--- src/rtl/hilo_writeback.sv ---
// hilo_writeback: captures a 2*WIDTH multiply/divide result and writes LO then HI over a granted shared bus.
// Optional HILO_DIV0_TRAP_EN skips the writeback on divide-by-zero and raises a sticky div0_flag.
module hilo_writeback #(
   parameter int WIDTH = 32
) (
   input  logic               clk,
   input  logic               clr,
   input  logic               start,
   input  logic               op_div,
   input  logic [2*WIDTH-1:0] z_in,
   input  logic [WIDTH-1:0]   divisor,
   input  logic               bus_grant,
   output logic               bus_drive,
   output logic [WIDTH-1:0]   bus_out,
   output logic [WIDTH-1:0]   hi_out,
   output logic [WIDTH-1:0]   lo_out,
   output logic               busy,
   output logic               done,
   output logic               div0_flag
);
   typedef enum logic [1:0] {IDLE, WR_LO, WR_HI, DONE} state_t;
   state_t state, state_nx;
   logic [WIDTH-1:0] zh, zl;
   logic trap;
`ifdef HILO_DIV0_TRAP_EN
   assign trap = op_div && (divisor == '0);
`else
   logic unused_div;
   assign unused_div = ^{op_div, divisor};
   assign trap = 1'b0;
`endif
   always_comb begin
      state_nx = state;
      case (state)
         IDLE:    state_nx = start ? (trap ? DONE : WR_LO) : IDLE;
         WR_LO:   state_nx = bus_grant ? WR_HI : WR_LO;
         WR_HI:   state_nx = bus_grant ? DONE : WR_HI;
         default: state_nx = IDLE;
      endcase
   end
   assign busy      = state != IDLE;
   assign done      = state == DONE;
   assign bus_drive = (state == WR_LO) || (state == WR_HI);
   assign bus_out   = (state == WR_LO) ? zl : (state == WR_HI) ? zh : '0;
   // trap is constant 0 without the macro, so div0_flag never leaves reset
   always_ff @(posedge clk) begin
      if (clr) begin
         state     <= IDLE;
         zh        <= '0;
         zl        <= '0;
         hi_out    <= '0;
         lo_out    <= '0;
         div0_flag <= 1'b0;
      end else begin
         state <= state_nx;
         if (state == IDLE && start) begin
            {zh, zl}  <= z_in;
            div0_flag <= trap;
         end
         if (state == WR_LO && bus_grant) lo_out <= zl;
         if (state == WR_HI && bus_grant) hi_out <= zh;
      end
   end
endmodule

--- config.mk ---
export PLATFORM = sky130hd
export DESIGN_NAME = hilo_writeback
export DESIGN_NICKNAME = d
export VERILOG_FILES = /design/src/rtl/hilo_writeback.sv
export SDC_FILE = /design/constraint.sdc
export NUM_CORES = 1
export LEC_CHECK = 0
export CAP_MARGIN = 15
export CORE_AREA = 2 2 104 157
export CTS_CLUSTER_DIAMETER = 60
export DETAILED_ROUTE_END_ITERATION = 16
export DIE_AREA = 0 0 106 159
export PLACE_DENSITY = 0.76
export SYNTH_ARGS = -nofsm -noshare
export SYNTH_HDL_FRONTEND = slang
export SYNTH_SLANG_ARGS = --single-unit
--- constraint.sdc ---
create_clock -name clk -period 2.85 [get_ports clk]
set_clock_uncertainty 0.05 [all_clocks]
set_input_delay 0.57 -clock clk [delete_from_list [all_inputs] [get_ports clk]]
set_output_delay 0.57 -clock clk [all_outputs]
set_load 0.1 [all_outputs]
==> run metrics <==
kind of critical path reg2out; fmax 364 MHz; Ports 201; DP Worst Slack 472 ps; Die Wd 106 µm; Worst EP required 2230 ps; layout cells sized above 1 between 30 and 40%; vias in the first global route 5183; Most used DFF post-synth dfxtp_1; Final Hold Viols 0; Leak 3.30 nW; Routed WL 19.3 mm; Slew HR 58.3%; Hold Buf Count CTS 0; Hold WC Path Type reg2reg; post-DP HPWL about 13 mm; # DRC 0; filler cell count 1370; initial antenna violation count 0; RSZ-0062 raised after global routing false; final setup fails 0; Initial DRT Pass Iterations 5; synthesized net count 812; ys async rst share 0%; CP Launch Type flop; row cnt 56; buffer type at the clock tree root clkbuf_16; All-Layer GR Usage 22.5%; most frequent cell after synthesis dfxtp_1; synth top area cells dfxtp_1 43%, a21bo_2 17%, a21oi_1 10%; clock sinks 130; first-pass GRT wire length ~30 mm; post-synth top area cell dfxtp_1; Die H 159 µm; status finished clean; max-cap violations 0; Pwr Density 622 nW/µm²; via count roughly 5600; Die ar. 16900 µm²; top cell type's share of synthesized area 42.5%; Post-Syn Instances 707; wire length per cell 18.5 µm; DRT antenna net count 0; Seq cells post-synth between 100 and 150; routability cong. 0.809; clk_lat worst skew 410 ps; final worst slack 104 ps; Avg Cell Area, Syn 8.66 µm²; most instantiated cells after synthesis 130 x dfxtp_1, 128 x a21oi_1, 128 x nand3_1; Clock Path Buffers 2; H-tree Lvls 4; sequential fraction of the synthesis area 42.5%; CTS tree yes; Remaining Overflow, GRT 0; DR vias/cell 5.35; critical path arrival approximately 2100 ps; TritonCTS Buffers 17; register clock-pin slew on the reported worst setup and hold paths 60 ps; Cell variety after synth 20; crit end category primary output; Initial Utilization 39.5%; Util after Layout 56.2%; post-layout min period 2750 ps; Layout area overhead 42.1%; final number of max-transition violations 0; Inserted Diodes 0; YS warnings 0; Nets a little over 900; DRT iter0 DRCs 292; largest net degree at the start of global routing 100; Core Region between 15000 and 20000 µm²; post-synthesis cell area 6120 µm²; Max VDD drop about 390 µV; EDFF count, synth 0; Power Total 5.41 mW; critical path peak fanout 41; Slew @ Worst Pin approximately 620 ps; period utilization 96.4%; number of port buffers 166
layer usage:
layer / global-route usage (%) / up-vias / part of all wire, %
li1: - / 2730 / -
met1: 27.3 / 2639 / 40
met2: 38.0 / 180 / 51
met3: 5.12 / 28 / 5.1
met4: 9.63 / 0 / 3.3
met5: 0 / - / 0
registers in the layout, summed over array words and instances (netlist names):
name / count
hi_out: 32
lo_out: 32
state: 2
zh: 32
zl: 32
worst max-delay path: stages (launching register included):
cell,delay [ps]
dfxtp_1,420
inv_1,140
ha_4,270
buf_12,200
buf_4,190
o21ai_1,250
buf_12,210
power by group:
group	leakage [nW]	switching, mW	total (mW)	internal (mW)
clock	0.322	0.782	2.47	1.69
sequential	1.06	0.0688	1.97	1.90
combinational	1.92	0.621	0.968	0.347
total	3.30	1.47	5.41	3.93
stage by stage:
| step | setup TNS, ps | instances | instance area [µm²] | hold slack (ps) |
|---|---|---|---|---|
| 2_1_floorplan | -3430 | 707 | 6130 | 401 |
| 3_3_place_gp | 0 | 1009 | 8000 | 415 |
| 3_5_place_dp | 0 | 1009 | 8000 | 420 |
| 4_1_cts | 0 | 1041 | 8670 | 424 |
| 5_1_grt | 0 | 1043 | 8700 | 441 |
| 6_report | 0 | 1043 | 8700 | 423 |
area by class of cell:
cell class	instances	area [µm²]	share of cell area [%]
timing repair buffer	184	2040	23.4
sequential	130	2600	29.9
multi-input combinational	491	3120	35.9
clock inverter	9	201	2.32
inverter	3	11.3	0.129
clock buffer	23	468	5.38
tap	203	254	2.92
timing repair:
action | CTS | global route
resized for setup | 0 | 1
endpoints found under the setup margin | 0 | 25
buffers inserted | 0 | 2
cell families (layout without fill, tap and decap cells):
logic type,Yosys count,count (layout),synth area share [%]
AO/OA/AOI/OAI,291,291,34.5
adder cells (fa/ha/maj),4,4,0.818
buffers and inverters,86,219,7.38
flip-flops,130,130,42.5
other,1,1,0.0613
AND/OR/NAND/NOR,195,195,14.7
path summary, 6_finish.rpt:
path | startpoint | to | slack [ps] | cells after the start
max | state[1] | bus_out[5] | 100 | 6
min | zh[30] | hi_out[30] | 420 | 2
max reg2reg | state[0] | state[0] | 910 | 5
min reg2reg | zh[30] | hi_out[30] | 420 | 2
layout by cell type (no fill, tap or decap), drive strengths merged:
master         count
dfxtp            130
a21oi            129
nand3            128
a21bo            128
buf              120
nand2             64
clkdlybuf4s50     64
o21ai             32
clkbuf            23
bufinv             6
ha                 4
inv                3
nand2b             2
clkinv             2
a22oi              1
a211oi             1
nand3b             1
conb               1
clkinvlp           1
Power figures use the tool's default switching activity.
